File: src/rtl/aes_pkg.sv
// Shared AES types and constants for the key schedule and round datapath.
package aes_pkg;

  typedef logic [31:0]  word_t;
  typedef logic [127:0] key_t;

  typedef enum logic {IDLE, EXPAND} kx_state_t;

  localparam int NR_128 = 10;

  localparam logic [7:0] RCON [0:9] = '{
    8'h01, 8'h02, 8'h04, 8'h08, 8'h10, 8'h20, 8'h40, 8'h80, 8'h1b, 8'h36
  };

  // RotWord: cyclic left rotation by one byte.
  function automatic word_t rot_word(input word_t w);
    return {w[23:0], w[31:24]};
  endfunction

endpackage

File: src/rtl/aes_sbox.sv
// Combinational AES forward S-box, one byte in and one byte out.
module aes_sbox (
  input  logic [7:0] byte_val,
  output logic [7:0] sub_val
);

  localparam logic [7:0] SBOX [0:255] = '{
    8'h63, 8'h7c, 8'h77, 8'h7b, 8'hf2, 8'h6b, 8'h6f, 8'hc5, 8'h30, 8'h01, 8'h67, 8'h2b, 8'hfe, 8'hd7, 8'hab, 8'h76,
    8'hca, 8'h82, 8'hc9, 8'h7d, 8'hfa, 8'h59, 8'h47, 8'hf0, 8'had, 8'hd4, 8'ha2, 8'haf, 8'h9c, 8'ha4, 8'h72, 8'hc0,
    8'hb7, 8'hfd, 8'h93, 8'h26, 8'h36, 8'h3f, 8'hf7, 8'hcc, 8'h34, 8'ha5, 8'he5, 8'hf1, 8'h71, 8'hd8, 8'h31, 8'h15,
    8'h04, 8'hc7, 8'h23, 8'hc3, 8'h18, 8'h96, 8'h05, 8'h9a, 8'h07, 8'h12, 8'h80, 8'he2, 8'heb, 8'h27, 8'hb2, 8'h75,
    8'h09, 8'h83, 8'h2c, 8'h1a, 8'h1b, 8'h6e, 8'h5a, 8'ha0, 8'h52, 8'h3b, 8'hd6, 8'hb3, 8'h29, 8'he3, 8'h2f, 8'h84,
    8'h53, 8'hd1, 8'h00, 8'hed, 8'h20, 8'hfc, 8'hb1, 8'h5b, 8'h6a, 8'hcb, 8'hbe, 8'h39, 8'h4a, 8'h4c, 8'h58, 8'hcf,
    8'hd0, 8'hef, 8'haa, 8'hfb, 8'h43, 8'h4d, 8'h33, 8'h85, 8'h45, 8'hf9, 8'h02, 8'h7f, 8'h50, 8'h3c, 8'h9f, 8'ha8,
    8'h51, 8'ha3, 8'h40, 8'h8f, 8'h92, 8'h9d, 8'h38, 8'hf5, 8'hbc, 8'hb6, 8'hda, 8'h21, 8'h10, 8'hff, 8'hf3, 8'hd2,
    8'hcd, 8'h0c, 8'h13, 8'hec, 8'h5f, 8'h97, 8'h44, 8'h17, 8'hc4, 8'ha7, 8'h7e, 8'h3d, 8'h64, 8'h5d, 8'h19, 8'h73,
    8'h60, 8'h81, 8'h4f, 8'hdc, 8'h22, 8'h2a, 8'h90, 8'h88, 8'h46, 8'hee, 8'hb8, 8'h14, 8'hde, 8'h5e, 8'h0b, 8'hdb,
    8'he0, 8'h32, 8'h3a, 8'h0a, 8'h49, 8'h06, 8'h24, 8'h5c, 8'hc2, 8'hd3, 8'hac, 8'h62, 8'h91, 8'h95, 8'he4, 8'h79,
    8'he7, 8'hc8, 8'h37, 8'h6d, 8'h8d, 8'hd5, 8'h4e, 8'ha9, 8'h6c, 8'h56, 8'hf4, 8'hea, 8'h65, 8'h7a, 8'hae, 8'h08,
    8'hba, 8'h78, 8'h25, 8'h2e, 8'h1c, 8'ha6, 8'hb4, 8'hc6, 8'he8, 8'hdd, 8'h74, 8'h1f, 8'h4b, 8'hbd, 8'h8b, 8'h8a,
    8'h70, 8'h3e, 8'hb5, 8'h66, 8'h48, 8'h03, 8'hf6, 8'h0e, 8'h61, 8'h35, 8'h57, 8'hb9, 8'h86, 8'hc1, 8'h1d, 8'h9e,
    8'he1, 8'hf8, 8'h98, 8'h11, 8'h69, 8'hd9, 8'h8e, 8'h94, 8'h9b, 8'h1e, 8'h87, 8'he9, 8'hce, 8'h55, 8'h28, 8'hdf,
    8'h8c, 8'ha1, 8'h89, 8'h0d, 8'hbf, 8'he6, 8'h42, 8'h68, 8'h41, 8'h99, 8'h2d, 8'h0f, 8'hb0, 8'h54, 8'hbb, 8'h16
  };

  assign sub_val = SBOX[byte_val];

endmodule

File: src/rtl/aes_sub_word.sv
// SubWord: applies the byte S-box to each of the four bytes of a word.
module aes_sub_word
  import aes_pkg::*;
(
  input  logic [31:0] w,
  output logic [31:0] sw
);

  for (genvar b = 0; b < 4; b++) begin : g_sbox
    aes_sbox u_sbox (
      .byte_val (w[8*b +: 8]),
      .sub_val  (sw[8*b +: 8])
    );
  end

endmodule

File: src/rtl/aes_key_expand.sv
// AES-128 key schedule: streams round keys 0..NR, one per cycle, after a start pulse.
// Optional round-key store with registered read port: define AES_KEY_STORE_EN.
module aes_key_expand
  import aes_pkg::*;
#(
  parameter int NR = NR_128
) (
  input  logic         clk,
  input  logic         rst_n,
  input  logic         start,
  input  logic [127:0] key_in,
  output logic         busy,
  output logic         rk_valid,
  output logic [3:0]   rk_idx,
  output logic [127:0] rk_out,
  output logic         done
`ifdef AES_KEY_STORE_EN
  ,
  input  logic [3:0]   rd_idx,
  output logic [127:0] rd_key
`endif
);

  if (NR != NR_128) begin : g_nr_check
    $error("aes_key_expand supports only NR = 10 (AES-128)");
  end

  localparam logic [3:0] LAST = 4'(NR);

  kx_state_t  state;
  logic [3:0] rcon_idx;
  word_t      w0, w1, w2, w3, sub_rot, t;
  word_t      n0, n1, n2, n3;
  logic [7:0] rcon_byte;

  assign {w0, w1, w2, w3} = rk_out;

  aes_sub_word u_sub_word (
    .w  (rot_word(w3)),
    .sw (sub_rot)
  );

  // rcon_idx reaches 10 on the final key, where the next-key chain is unused.
  assign rcon_byte = (rcon_idx < 4'd10) ? RCON[rcon_idx] : 8'h00;
  assign t  = sub_rot ^ {rcon_byte, 24'h0};
  assign n0 = w0 ^ t;
  assign n1 = w1 ^ n0;
  assign n2 = w2 ^ n1;
  assign n3 = w3 ^ n2;

  // NOTE: state registers use non-blocking assignments so every flop samples pre-edge values.
  always_ff @(posedge clk or negedge rst_n) begin
    if (!rst_n) begin
      state    <= IDLE;
      busy     <= 1'b0;
      rk_valid <= 1'b0;
      rk_idx   <= '0;
      rk_out   <= '0;
      done     <= 1'b0;
      rcon_idx <= '0;
    end else begin
      case (state)
        IDLE: begin
          if (start) begin
            state    <= EXPAND;
            busy     <= 1'b1;
            rk_valid <= 1'b1;
            rk_idx   <= '0;
            rk_out   <= key_in;
            rcon_idx <= '0;
            done     <= 1'b0;
          end
        end
        EXPAND: begin
          if (rk_idx == LAST) begin
            state    <= IDLE;
            busy     <= 1'b0;
            rk_valid <= 1'b0;
            done     <= 1'b0;
          end else begin
            rk_out   <= {n0, n1, n2, n3};
            rk_idx   <= rk_idx + 4'd1;
            rcon_idx <= rcon_idx + 4'd1;
            done     <= (rk_idx == LAST - 4'd1);
          end
        end
        default: state <= IDLE;
      endcase
    end
  end

`ifdef AES_KEY_STORE_EN
  key_t store [0:NR];

  // NOTE: the store is small and must read back 0 after reset, so it is reset like ordinary flops.
  always_ff @(posedge clk or negedge rst_n) begin
    if (!rst_n) begin
      for (int i = 0; i <= NR; i++) store[i] <= '0;
      rd_key <= '0;
    end else begin
      if (rk_valid) store[rk_idx] <= rk_out;
      rd_key <= (rd_idx <= LAST) ? store[rd_idx] : '0;
    end
  end
`endif

endmodule

File: config.mk
export PLATFORM = sky130hd
export DESIGN_NAME = aes_key_expand
export DESIGN_NICKNAME = d
export VERILOG_FILES = /design/src/rtl/aes_pkg.sv /design/src/rtl/aes_sbox.sv /design/src/rtl/aes_sub_word.sv /design/src/rtl/aes_key_expand.sv
export SDC_FILE = /design/constraint.sdc
export NUM_CORES = 1
export LEC_CHECK = 0
export ABC_AREA = 1
export ABC_CLOCK_PERIOD_IN_PS = 7300
export BUFFER_PORTS_ARGS = -buffer_cell sky130_fd_sc_hd__buf_4
export CORE_MARGIN = 8
export CORE_UTILIZATION = 35
export CTS_CLUSTER_DIAMETER = 30
export DETAILED_ROUTE_END_ITERATION = 12
export PLACE_DENSITY = 0.58
export SLEW_MARGIN = 30
export SYNTH_ARGS = -nofsm -noshare
export SYNTH_HDL_FRONTEND = slang
export SYNTH_SLANG_ARGS = --single-unit
File: constraint.sdc
create_clock -name clk -period 7.3 [get_ports clk]
set_input_delay 0.365 -clock clk [delete_from_list [all_inputs] [get_ports clk]]
set_output_delay 0.365 -clock clk [all_outputs]
set_load 0.01 [all_outputs]
==> results_dict.tcl <==
set metrics [dict create \
    grt-ovfl-total 0 \
    fin_hold_ws_ps 104 \
    status "completed" \
    finalClockSkew_ps 15.1 \
    portBuffers 265 \
    num_rows 88 \
    dieArea_um2 66500 \
    drc 0 \
    drtPass1Iterations 7 \
    path_class "reg2reg" \
    numCtsBuffers 17 \
    ys_seq_area_share_pct 17.0 \
    tns_ps 0 \
    grt_pass1_wl_um 161000 \
    fin_crit_ps 4270 \
    end_kind "register" \
    final_hold_viol_count 0 \
    yosysTopAreaCellShare_pct 29.9 \
    synth_flop_cell "dfrtp_1" \
    htreeDepth 4 \
    ys_async_sr_fraction_pct 100 \
    track_usage_pct 30.5 \
    gp_congestion 1.02 \
    cts_tree "done" \
    dieHeight_um 258 \
    regArea_um2 3490 \
    grt_pass1_vias 25900 \
    clk_pin_slew_worst_paths_ps 70 \
    setup_ws_ps 3030 \
    grt_max_degree 81 \
    ys_top_cells_by_area "nand3_1 30%, nand2_1 22%, dfrtp_1 17%" \
    clockBufferDepth 2 \
    use_met2_pct 46.3 \
    via_per_inst 6.03 \
    fillers 6593 \
    startpoint_type "register" \
    crit_path_max_fanout 18 \
    coreArea_um2 57800 \
    place_hpwl_um 75400 \
    initial_core_util_pct 35.4 \
    synth_most_common_cell "nand3_1" \
    syn-num-nets 4002 \
    hold_class "in2reg" \
    nets 4059 \
    worstPathArrival_ps 4660 \
    antenna_left 0 \
    routedWlPerCell_um 22.9 \
    grt_util_met3_pct 6.62 \
    rsz0062_at_grt "no" \
    synth_top_area_cell "nand3_1" \
    max_freq_mhz 234 \
    drtIter0Drc 4502 \
    cp.required_ps 7690 \
    final_util_pct 40.0 \
    grt_antenna_before_repair 3 \
    tightest_slew_ps 1070 \
    synth_edf_count 0 \
    multi_input_area_um2 14900 \
    ys_warn_count 0 \
    die_x_um 258 \
    clkLatencyLatePin_ps 500 \
    place_ws_ps 3160 \
    slew_headroom_pct 28.8 \
    netlist_area_um2 20500 \
    drv_slew 0 \
    ys_top_cells_by_count "1225 x nand3_1, 1196 x nand2_1, 233 x nor2_1, 215 x inv_1, 139 x dfrtp_1" \
    avgSynthCellArea_um2 5.39 \
    setup_viol 0 \
    drive_gt1_share_pct 9.94 \
    via_count 28000 \
    finalCritPeriodShare_pct 58.5 \
    grt_util_met1_pct 41.3 \
    wl_um 106000 \
    yosysUniqueCellTypes 33 \
    busiest_layer "met2" \
    cts_resized 0 \
    cap_violations 0 \
    ctsRootBufferMaster "clkbuf_16" \
    ys_ff_latch 139 \
    cts.sinks 139 \
    syn2layout_area_growth_pct 12.8 \
    syn_inst 3802 \
    io_pins 266 \
]
## layout by cell type (no fill, tap or decap), types with 2 or more instances in the layout
cell	instances
nand3b_1	14
o211ai_1	33
a22oi_1	18
inv_1	212
dfrtp_2	7
nand3_1	1225
nor2_1	231
or2_2	4
clkinv_4	5
o21ai_1	9
clkbuf_16	17
buf_4	304
xor2_1	9
nand2_2	14
buf_6	2
o22ai_1	51
nor2_4	3
o21ai_0	132
nand2_1	1195
nand4_1	21
clkinv_1	8
dfrtp_1	131
inv_6	4
inv_2	14
a21oi_1	116
a31oi_1	2
o31ai_1	7
clkinv_2	3
ha_1	69
## per-stage QoR
step                instance area, um^2  std cells
floorplan                         20500       3802
global placement                  22500       4604
detailed placement                22500       4604
CTS                               23100       4637
global route                      23100       4637
finish                            23100       4638
## kinds of logic after synthesis
| family | share of synthesized area, % |
|---|---|
| buffers and inverters | 10.3 |
| AOI/OAI and AO/OA | 10.2 |
| and+or+nand+nor | 58.0 |
| xor gates and xnor gates | 0.385 |
| DFF | 17.0 |
| adders and majority gates | 4.21 |
## cell type report
| type | count | area share (%) |
|---|---|---|
| multi-input cells | 3159 | 64.5 |
| repair buffers | 307 | 10.0 |
| clock inverters | 14 | 0.487 |
| inverters | 235 | 3.83 |
| well taps | 765 | 4.14 |
| diodes | 1 | 0.0108 |
| clock buffers | 18 | 1.90 |
| flip-flops and latches | 139 | 15.1 |
## final timing paths
path | to | start | slack (ps) | depth (start not counted)
min reg2reg | rk_out[124] | rk_out[124] | 550 | 2
max | rk_out[19] | rk_out[9] | 3030 | 19
max reg2reg | rk_out[19] | rk_out[9] | 3030 | 19
min in group asynchronous | rk_idx[1] | rst_n | 500 | 2
min | rk_out[50] | key_in[50] | 100 | 3
max in group asynchronous | rk_out[11] | rst_n | 5600 | 3
## sequential cells by signal, summed over array words and instances (netlist names)
signal / flops
rk_idx: 4
state: 1
rk_out: 128
rcon_idx: 4
done: 1
rk_valid: 1
## layer usage
| layer | share of wire, % | vias to the layer above |
|---|---|---|
| met5 | 0.014 | - |
| met4 | 4.7 | 4 |
| met3 | 11 | 332 |
| met2 | 43 | 1841 |
| met1 | 41 | 12900 |
| li1 | - | 12900 |
## worst max-delay path, stage by stage, from the launching register on
cell	delay (ps)
dfrtp_1	800
clkinv_1	690
ha_1	590
nand2_1	430
nand3_1	250
nand3_1	120
nand2_1	130
nand2_1	60
nand3_1	90
nand3_1	150
nand2_1	130
nand2_1	70
nand3_1	100
nand2_1	100
nand2_1	90
nand2_1	70
nand2_1	60
nand3_1	100
nand2_1	90
nand2_1	50
## timing repair
item / 4_1_cts / 5_1_grt
endpoints found under the hold margin: 76 / 0
setup buffers: 0 / 0
hold buffers: 1 / 0
Power is left out: the tool's default activity adds up to more than one toggle a clock period on the data nets, which glitch-free logic cannot reach.
